`config.mk`:
```
export PLATFORM = sky130hd
export DESIGN_NAME = leve_burst_fetch_flat
export DESIGN_NICKNAME = d
export VERILOG_FILES = /design/src/rtl/leve_burst_fetch_if.sv /design/src/rtl/leve_burst_fetch.sv /design/src/flat_wrapper.sv
export SDC_FILE = /design/constraint.sdc
export NUM_CORES = 2
export LEC_CHECK = 0
export CORE_ASPECT_RATIO = 1.75
export CORE_UTILIZATION = 35
export CTS_CLUSTER_SIZE = 24
export DETAILED_ROUTE_END_ITERATION = 8
export PLACE_DENSITY = 0.63
export SKIP_LAST_GASP = 1
export SLEW_MARGIN = 20
export SYNTH_ARGS = -nofsm -noshare
export SYNTH_HDL_FRONTEND = slang
export SYNTH_SLANG_ARGS = --single-unit
```
`constraint.sdc`:
```
create_clock -name clk -period 4.3 [get_ports clk]
set_clock_uncertainty 0.1 [all_clocks]
set_input_delay 1.075 -clock clk [delete_from_list [all_inputs] [get_ports clk]]
set_output_delay 1.075 -clock clk [all_outputs]
set_load 0.05 [all_outputs]
```
`src/rtl/leve_burst_fetch_if.sv`:
```
// AXI read address/data channel bundle used by leve_burst_fetch.
// master = read initiator side, slave = interconnect/memory side.
interface leve_burst_fetch_if #(
    parameter int ADDR_W = 32,
    parameter int DATA_W = 128
) ();
    logic              arvalid;
    logic              arready;
    logic [ADDR_W-1:0] araddr;
    logic [7:0]        arlen;
    logic [2:0]        arsize;
    logic [1:0]        arburst;
    logic              rvalid;
    logic              rready;
    logic [DATA_W-1:0] rdata;
    logic [1:0]        rresp;
    logic              rlast;

    modport master (
        output arvalid, araddr, arlen, arsize, arburst, rready,
        input  arready, rvalid, rdata, rresp, rlast
    );

    modport slave (
        input  arvalid, araddr, arlen, arsize, arburst, rready,
        output arready, rvalid, rdata, rresp, rlast
    );
endinterface

```
`src/rtl/leve_burst_fetch.sv`:
```
// AXI read initiator: fetches num_bursts fixed-length bursts into a credit-reserved beat FIFO.
// Define LEVE_FETCH_RLAST_CHECK_EN to build the per-burst beat counter and RLAST framing check.
module leve_burst_fetch #(
    parameter logic [31:0] BASE_ADDR  = 32'h8000_0000,
    parameter int          BURST_LEN  = 4,
    parameter int          BEAT_BYTES = 16,
    parameter int          MAX_OUTST  = 4,
    parameter bit          WRAP_MODE  = 1'b1,
    parameter int          DATA_W     = BEAT_BYTES * 8
) (
    input  logic                clk,
    input  logic                rst,
    leve_burst_fetch_if.master  rii,
    input  logic                start,
    input  logic                stop,
    input  logic [15:0]         num_bursts,
    output logic [DATA_W-1:0]   dout,
    output logic                dout_valid,
    input  logic                dout_ready,
    output logic                busy,
    output logic                done,
    output logic                err
);
    localparam int DEPTH = MAX_OUTST * BURST_LEN;
    localparam int PW    = (DEPTH > 1) ? $clog2(DEPTH) : 1;
    localparam int CW    = $clog2(DEPTH + 1);
    localparam int OW    = $clog2(MAX_OUTST + 1);

    localparam logic [31:0]   STRIDE   = 32'(BURST_LEN * BEAT_BYTES);
    localparam logic [CW-1:0] DEPTH_C  = CW'(DEPTH);
    localparam logic [CW-1:0] BLEN_C   = CW'(BURST_LEN);
    localparam logic [OW-1:0] MAXO_C   = OW'(MAX_OUTST);
    localparam logic [PW-1:0] LAST_PTR = PW'(DEPTH - 1);

    typedef enum logic [1:0] {IDLE, ISSUE, DRAIN} state_t;

    state_t            state;
    logic [15:0]       remaining;
    logic [31:0]       addr;
    logic [OW-1:0]     outstanding;
    logic [CW-1:0]     reserved;
    logic [CW-1:0]     count;
    logic [PW-1:0]     wr_ptr;
    logic [PW-1:0]     rd_ptr;
    logic              ar_valid;
    logic              stop_req;
    logic [DATA_W-1:0] mem [DEPTH];

    logic          ar_hs;
    logic          r_hs;
    logic          pop;
    logic          burst_end;
    logic          frame_err;
    logic [15:0]   rem_n;
    logic [OW-1:0] out_n;
    logic [CW-1:0] resv_n;
    logic [CW-1:0] cnt_n;
    logic [CW-1:0] free_n;
    logic          can_issue;
    logic          issue_done;

    assign ar_hs      = ar_valid && rii.arready;
    assign r_hs       = rii.rvalid && rii.rready;
    assign dout_valid = (count != '0);
    assign pop        = dout_valid && dout_ready;
    assign dout       = dout_valid ? mem[rd_ptr] : '0;
    assign busy       = (state != IDLE);

    assign rii.arvalid = ar_valid;
    assign rii.araddr  = addr;
    assign rii.arlen   = 8'(BURST_LEN - 1);
    assign rii.arsize  = 3'($clog2(BEAT_BYTES));
    assign rii.arburst = WRAP_MODE ? 2'b10 : 2'b01;
    assign rii.rready  = (outstanding != '0);

`ifdef LEVE_FETCH_RLAST_CHECK_EN
    localparam int BCW = (BURST_LEN > 1) ? $clog2(BURST_LEN) : 1;
    localparam logic [BCW-1:0] LAST_BEAT = BCW'(BURST_LEN - 1);

    logic [BCW-1:0] beat_cnt;

    // Burst boundaries come from the beat count; RLAST is only cross-checked against it.
    always_ff @(posedge clk or posedge rst) begin
        if (rst) begin
            beat_cnt <= '0;
        end else if (r_hs) begin
            beat_cnt <= (beat_cnt == LAST_BEAT) ? '0 : beat_cnt + BCW'(1);
        end
    end

    assign burst_end = r_hs && (beat_cnt == LAST_BEAT);
    assign frame_err = r_hs && (rii.rlast != (beat_cnt == LAST_BEAT));
`else
    assign burst_end = r_hs && rii.rlast;
    assign frame_err = 1'b0;
`endif

    // Post-cycle counter values, so ARVALID can stay high back-to-back when credits allow.
    always_comb begin
        rem_n      = remaining - 16'(ar_hs);
        out_n      = outstanding + OW'(ar_hs) - OW'(burst_end);
        resv_n     = reserved + (ar_hs ? BLEN_C : '0) - CW'(r_hs);
        cnt_n      = count + CW'(r_hs) - CW'(pop);
        free_n     = DEPTH_C - cnt_n - resv_n;
        can_issue  = (rem_n != '0) && (out_n < MAXO_C) && (free_n >= BLEN_C);
        issue_done = (!ar_valid || ar_hs) && (stop || stop_req || (rem_n == '0));
    end

    always_ff @(posedge clk) begin
        if (r_hs) begin
            mem[wr_ptr] <= rii.rdata;
        end
    end

    always_ff @(posedge clk or posedge rst) begin
        if (rst) begin
            state       <= IDLE;
            remaining   <= '0;
            addr        <= BASE_ADDR;
            outstanding <= '0;
            reserved    <= '0;
            count       <= '0;
            wr_ptr      <= '0;
            rd_ptr      <= '0;
            ar_valid    <= 1'b0;
            stop_req    <= 1'b0;
            done        <= 1'b0;
            err         <= 1'b0;
        end else begin
            outstanding <= out_n;
            reserved    <= resv_n;
            count       <= cnt_n;
            done        <= 1'b0;

            if (r_hs) begin
                wr_ptr <= (wr_ptr == LAST_PTR) ? '0 : wr_ptr + PW'(1);
            end
            if (pop) begin
                rd_ptr <= (rd_ptr == LAST_PTR) ? '0 : rd_ptr + PW'(1);
            end
            if (r_hs && ((rii.rresp != 2'b00) || frame_err)) begin
                err <= 1'b1;
            end
            if (ar_hs) begin
                addr      <= addr + STRIDE;
                remaining <= rem_n;
            end

            case (state)
                IDLE: begin
                    if (start) begin
                        err       <= 1'b0;
                        remaining <= num_bursts;
                        addr      <= BASE_ADDR;
                        stop_req  <= 1'b0;
                        if (num_bursts == '0) begin
                            done <= 1'b1;
                        end else begin
                            state    <= ISSUE;
                            ar_valid <= 1'b1;
                        end
                    end
                end
                ISSUE: begin
                    // A stop seen while ARVALID is pending is remembered until that handshake lands.
                    if (issue_done) begin
                        state    <= DRAIN;
                        ar_valid <= 1'b0;
                        stop_req <= 1'b0;
                    end else begin
                        ar_valid <= (ar_valid && !rii.arready) || can_issue;
                        if (stop) begin
                            stop_req <= 1'b1;
                        end
                    end
                end
                DRAIN: begin
                    if ((outstanding == '0) && (count == '0)) begin
                        state <= IDLE;
                        done  <= 1'b1;
                    end
                end
                default: begin
                    state    <= IDLE;
                    ar_valid <= 1'b0;
                end
            endcase
        end
    end
endmodule

```
`src/flat_wrapper.sv`:
```
// flat-port wrapper written by rule: the top's interface ports become plain ports
module leve_burst_fetch_flat 
#(
    parameter logic [31:0] BASE_ADDR  = 32'h8000_0000,
    parameter int          BURST_LEN  = 4,
    parameter int          BEAT_BYTES = 16,
    parameter int          MAX_OUTST  = 4,
    parameter bit          WRAP_MODE  = 1'b1,
    parameter int          DATA_W     = BEAT_BYTES * 8
)
  (clk, rst, start, stop, num_bursts, dout, dout_valid, dout_ready, busy, done, err, rii_arvalid, rii_araddr, rii_arlen, rii_arsize, rii_arburst, rii_rready, rii_arready, rii_rvalid, rii_rdata, rii_rresp, rii_rlast);
  leve_burst_fetch_if #(.ADDR_W(32), .DATA_W(DATA_W)) rii_i ();
  input  logic clk;
  input  logic rst;
  input  logic start;
  input  logic stop;
  input  logic [15:0] num_bursts;
  output logic [DATA_W-1:0] dout;
  output logic dout_valid;
  input  logic dout_ready;
  output logic busy;
  output logic done;
  output logic err;
  output wire logic [$bits(rii_i.arvalid)-1:0] rii_arvalid;
  output wire logic [$bits(rii_i.araddr)-1:0] rii_araddr;
  output wire logic [$bits(rii_i.arlen)-1:0] rii_arlen;
  output wire logic [$bits(rii_i.arsize)-1:0] rii_arsize;
  output wire logic [$bits(rii_i.arburst)-1:0] rii_arburst;
  output wire logic [$bits(rii_i.rready)-1:0] rii_rready;
  input wire logic [$bits(rii_i.arready)-1:0] rii_arready;
  input wire logic [$bits(rii_i.rvalid)-1:0] rii_rvalid;
  input wire logic [$bits(rii_i.rdata)-1:0] rii_rdata;
  input wire logic [$bits(rii_i.rresp)-1:0] rii_rresp;
  input wire logic [$bits(rii_i.rlast)-1:0] rii_rlast;
  assign rii_arvalid = rii_i.arvalid;
  assign rii_araddr = rii_i.araddr;
  assign rii_arlen = rii_i.arlen;
  assign rii_arsize = rii_i.arsize;
  assign rii_arburst = rii_i.arburst;
  assign rii_rready = rii_i.rready;
  assign rii_i.arready = rii_arready;
  assign rii_i.rvalid = rii_rvalid;
  assign rii_i.rdata = rii_rdata;
  assign rii_i.rresp = rii_rresp;
  assign rii_i.rlast = rii_rlast;
  leve_burst_fetch #(.BASE_ADDR(BASE_ADDR), .BURST_LEN(BURST_LEN), .BEAT_BYTES(BEAT_BYTES), .MAX_OUTST(MAX_OUTST), .WRAP_MODE(WRAP_MODE), .DATA_W(DATA_W)) u_core (.clk(clk), .rst(rst), .rii(rii_i), .start(start), .stop(stop), .num_bursts(num_bursts), .dout(dout), .dout_valid(dout_valid), .dout_ready(dout_ready), .busy(busy), .done(done), .err(err));
endmodule
```
* After elaboration in Yosys (flattened, before gate mapping)
Memories as Yosys holds them, arrays and structs flattened.
Index checks and enable logic that the tools add are counted.
** Cells by class
- Add/sub/neg operators :: 12
- Order comparisons :: 2
- Equality and inequality tests :: 9
- Muxes and demuxes :: 32
- Bitwise logic cells :: 1
- Reductions and logical operators :: 30
** Operator list (number)
- $mux W128 :: 1
- $mux W32 :: 3
- $mux W16 :: 3
- $add A32 B7 Y32 const B :: 1
- $logic_not A16 Y1 :: 2
- $reduce_bool A16 Y1 :: 1
- $sub A16 B1 Y16 :: 1
- $mux W1 :: 14
- $logic_and A1 B1 Y1 :: 10
- $sub A5 B1 Y5 :: 2
- $add A4 B1 Y4 const B :: 2
- $eq A4 B4 Y1 const B :: 2
- $mux W2 :: 4
- $mux W4 :: 2
- $pmux W2 S3 :: 1
- $reduce_and A3 Y1 :: 2
- $reduce_bool A2 Y1 :: 3
- $add A5 B1 Y5 :: 1
- $add A5 B5 Y5 :: 1
- $ge A5 B3 Y1 const B :: 1
- $logic_not A5 Y1 :: 1
- $reduce_bool A5 Y1 :: 1
- $sub A5 B5 Y5 :: 1
- $sub A5 B5 Y5 const A :: 1
- other kinds (18) :: 25
** Word-level totals
- Register bits :: 75
- Memory bits (writable) :: 2048
- Input port bits :: 154
- Output and inout bits :: 179
- Logic and storage cells :: 99
- Memories :: 1
** Memories
- u_core.mem :: words 16, bits a word 128, rd ports 1, clocked after Yosys merged registers in 0, wr ports 1, RTL line leve_burst_fetch.sv:47 : logic [DATA_W-1:0] mem [DEPTH];

* Depth between registers and ports, before layout
- Depth in word-level cells :: 11
- Mapped depth :: 21
- Gate-level depth less buffers :: 20

* Least setup slack after synthesis
OpenSTA, ideal clock, no wires.
- Path kind :: flip-flop to flip-flop
- Start :: reg u_core.outstanding[1]
- End :: mem u_core.mem[4][0], enable pin
- Setup time :: 0.503 ns
- Arrival :: 4.577 ns
- Data required time :: 3.697 ns
- Path slack :: -0.880 ns
- Cell stages (with the launch flop) :: 8
- Path buffers :: 1
- Clock period less this slack :: 5.180 ns
- Path through :: dfrtp_1 -> or3_1 -> clkbuf_1 -> nand2_1 -> clkinv_1 -> nand2_1 -> nor2_1 -> and2_1
** On the way
- Longest elaborated chain between the ends :: 4
** RTL lines
- from (decl) :: RTL line leve_burst_fetch.sv:40 : logic [OW-1:0] outstanding;
- from (signal assigned) :: RTL line leve_burst_fetch.sv:130 : outstanding <= out_n;
- $reduce_bool A3 Y1 :: RTL line leve_burst_fetch.sv:74 : assign rii.rready = (outstanding != '0);
- net rii_rready :: RTL line flat_wrapper.sv:29 : output wire logic [$bits(rii_i.rready)-1:0] rii_rready;
- $logic_and A1 B1 Y1 :: RTL line leve_burst_fetch.sv:63 : assign r_hs = rii.rvalid && rii.rready;
- net u_core.r_hs :: RTL line leve_burst_fetch.sv:50 : logic r_hs;
- $mux W1 :: RTL line leve_burst_fetch.sv:110 : if (r_hs) begin
- $mux W1 (implied by the code) :: RTL line leve_burst_fetch.sv:111 : mem[wr_ptr] <= rii.rdata;
- to (decl) :: RTL line leve_burst_fetch.sv:47
The timed path passes the listed nets, and every way through them passes these cells.

* Final worst setup path
- Start :: reg u_core.rd_ptr[0]
- End :: out dout[99]
** On the way
- Longest elaborated chain between the ends :: 2
** RTL lines
- from (decl) :: RTL line leve_burst_fetch.sv:44 : logic [PW-1:0] rd_ptr;
- from (signal assigned) :: RTL line leve_burst_fetch.sv:139 : rd_ptr <= (rd_ptr == LAST_PTR) ? '0 : rd_ptr + PW'(1);
- $mem_v2 Z16 W128
- $mux W128 :: RTL line leve_burst_fetch.sv:66 : assign dout = dout_valid ? mem[rd_ptr] : '0;
- to (decl) :: RTL line flat_wrapper.sv:18 : output logic [DATA_W-1:0] dout;
Every way passes these cells.

==> impl_results.md <==
* Outcome: finished, violations left
* Failing checks: setup timing
* Hold Path Class: reg2reg
* Worst setup SP type: flop
* DIE HEIGHT at 641 µm
* Worst-path clk slew at 0.06 ns
* Final hold viol count at 0
* Most common cell after layout, fill and taps aside: edfxtp_1
* Post-route worst setup slack at -0.282 ns
* Crit. End Element: primary output
* H-tree depth at 4
* Routed vias/inst at 5.23
* Area contributors post-synth: edfxtp_1, mux4_2, dfrtp_1
* Slew @ Worst Pin at 0.864 ns
* Share of the synthesized area in the top cell type at 75.3%
* Critical Path, Cell by Cell: buf_12 -> buf_16 -> buf_16 -> bufbuf_16 -> mux4_2 -> mux4_2 -> and2_1 -> buf_6
* Netlist cell types at 52
* Unrepaired setup endpoints after global routing: true
* Largest net degree at the start of global routing at 85
* Sink Count at 2117
* DRC at 0
* Area Growth Syn to Fin at 21.6%
* NumNets Final at 4242
* Fin crit share at 107%
* Peak supply drop at 0.777 mV
* CTS buffer count at 197
* Row Count at 234
* Reg-to-Reg End: u_core.rii.arvalid
* Slew HR at 42.3%
* Final Power at 72.8 mW
* Power density over the cells at 733 nW/µm²
* Final setup violation count at 126
* Die area at 235000 µm²
* Worst path arrival time at 3.41 ns
* Clock root buffer: clkbuf_16
* Fin crit period at 4.58 ns
* Met3 usage at 2.85%
* Placed inst area at 90000 µm²
* End point of the critical path: dout[99]
* Grt met1 use at 21.9%
* Die X at 367 µm
* Buffers on Ports at 313
* Biggest cell delay along the critical path at 0.50 ns
* Core Area at 232000 µm²
* Synthesis Warnings at 0
* Most frequent cells in the layout: edfxtp_1, mux4_2, clkbuf_16, clkdlybuf4s50_1, buf_4
* Global-route wire length before repair at 296 mm
* Routability Congestion at 0.767
* Mapped Area at 81600 µm²
* CTS tree: yes
* IO Pins at 333
* GR peak layer: met2
* Fmax at 218 MHz
* Starting DRT DRC Count at 3309
* Cells after DPL at 6806
* Slew Viols, Final at 0
* Post-synth EDFFs at 2048
* Hold Buf Count CTS at 0
* Share of cells above drive strength 1 at 33.4%
* Initial antenna violation count at 32
* Seq/Total Area, Yosys at 77.5%
* Worst-Skew Late Latency at 0.86 ns
* Worst Reg2Reg Path Length in Cells at 20
* Antenna Nets Post-Route at 0
* Pre-CTS setup slack at -0.435 ns
* Total GRT Usage at 17.5%
* Hold WS at 0.401 ns
* Reg2Reg Setup Slack at 0.26 ns
* Via count at 38100
* Worst path bufs/invs at 5
* Primary FF master, synth: edfxtp_1
* Crit path from: u_core.rd_ptr[0]
* WP depth at 8
* Critical path peak fanout at 9
* DR WL/cell at 28.7 µm
* Router iterations before antenna repair at 6
* Initial core utilization at 35.2%
* DP Wirelength at 111 mm
* Setup TNS at -22.00 ns
* WL final at 209 mm
* Clock buffer depth at 4
* Crit-path leading delay family: multiplexers
* Mean Syn Cell Area at 23.7 µm²
* P_leak at 31.7 nW
* Synth async-reset ratio at 3.26%
* Fin area at 99300 µm²
* Fin cells at 7281
* Mapped Cells at 3440
* Vias in the first global route at 40600
* Area leader, netlist: edfxtp_1
* M2 GR Usage at 31.5%
* WS Path Type: reg2out
* Fill cells at 19700
* Max-cap violations at 0
* Grt ovf at 0
* Required time of the critical path at 3.12 ns
* Layout Utilization at 42.8%
* Yosys reg bits at 2117
* Worst path slowest cell: mux4_2
* FF-to-FF Start: u_core.count[2]
==> how the worst min path moves through the flow <==
stage	from	endpoint	slack, ns	cells after the start
6_report	u_core.outstanding[2]	u_core.outstanding[2]	0.40	1
3_5_place_dp	u_core.outstanding[2]	u_core.outstanding[2]	0.39	1
2_1_floorplan	u_core.outstanding[2]	u_core.outstanding[2]	0.36	1
4_1_cts	u_core.outstanding[2]	u_core.outstanding[2]	0.41	1
5_1_grt	u_core.outstanding[2]	u_core.outstanding[2]	0.43	1
3_3_place_gp	u_core.outstanding[2]	u_core.outstanding[2]	0.39	1
==> state kept, by name, summed over array words and instances, names as in the netlist <==
register / flops
u_core.rd_ptr: 4
u_core.count: 5
u_core.reserved: 5
u_core.done: 1
u_core.wr_ptr: 4
u_core.err: 1
u_core.mem: 2048
u_core.remaining: 16
u_core.state: 2
u_core.rii.araddr: 26
u_core.outstanding: 3
u_core.rii.arvalid: 1
u_core.stop_req: 1
==> routing by layer <==
layer	wire length (µm)	vias to the layer above
met5	131	-
met3	10300	274
met4	4160	22
li1	-	15800
met1	82600	21000
met2	112000	1034
==> cell usage after synthesis (all sizes together), types with 6 or more instances <==
cell type	instances
a21oi	13
and2	145
and3	9
buf	68
clkbuf	121
dfrtp	68
edfxtp	2048
ha	28
inv	42
mux4	640
nand2	41
nand3	12
nand4	9
nor2	37
nor2b	6
nor3	13
nor4	10
o21ai	26
xnor2	33
xor2	22
==> power by group <==
part           switching (mW)  internal (mW)
Sequential              0.632           24.6
Combinational            16.0           14.3
Clock                    7.63           9.70
Total                    24.2           48.6
==> cell families (layout without fill, tap and decap cells) <==
family / Yosys count / count (layout) / synth area share, %
buffers and inverters: 233 / 982 / 1.22
adder cells (fa/ha/maj): 32 / 32 / 0.527
multiplexers: 644 / 644 / 17.7
flip-flops: 2117 / 2117 / 77.5
AND/OR/NAND/NOR: 300 / 300 / 2.07
XOR/XNOR: 55 / 55 / 0.590
AO/OA/AOI/OAI: 57 / 57 / 0.423
other: 2 / 26 / 0.00920
==> worst reg2reg max path: cells and delay by family (launching register included) <==
kind                     cells  cell delay [ns]
adder cells (fa/ha/maj)      7             2.01
AND/OR/NAND/NOR              4             0.57
buffers and inverters        6             0.40
flip-flops                   1             0.39
AO/OA/AOI/OAI                1             0.21
XOR/XNOR                     1             0.17
multiplexers                 1             0.08
==> layout make-up <==
cell class	count	area [µm²]	share of cell area, %
Sequential cell	2117	63200	63.7
Multi-Input combinational cell	1107	17700	17.8
Antenna cell	7	17.5	0.0176
Tap cell	3068	3840	3.87
Inverter	44	165	0.166
Clock inverter	115	1160	1.17
Clock buffer	234	5110	5.15
Timing Repair Buffer	589	8090	8.14
==> timing repair <==
item                       4_1_cts  5_1_grt
buffers inserted                52       26
setup endpoints to repair      129      129
gates resized for setup        213       63
cloned                          28       22
(Power assumes the default switching activity.)
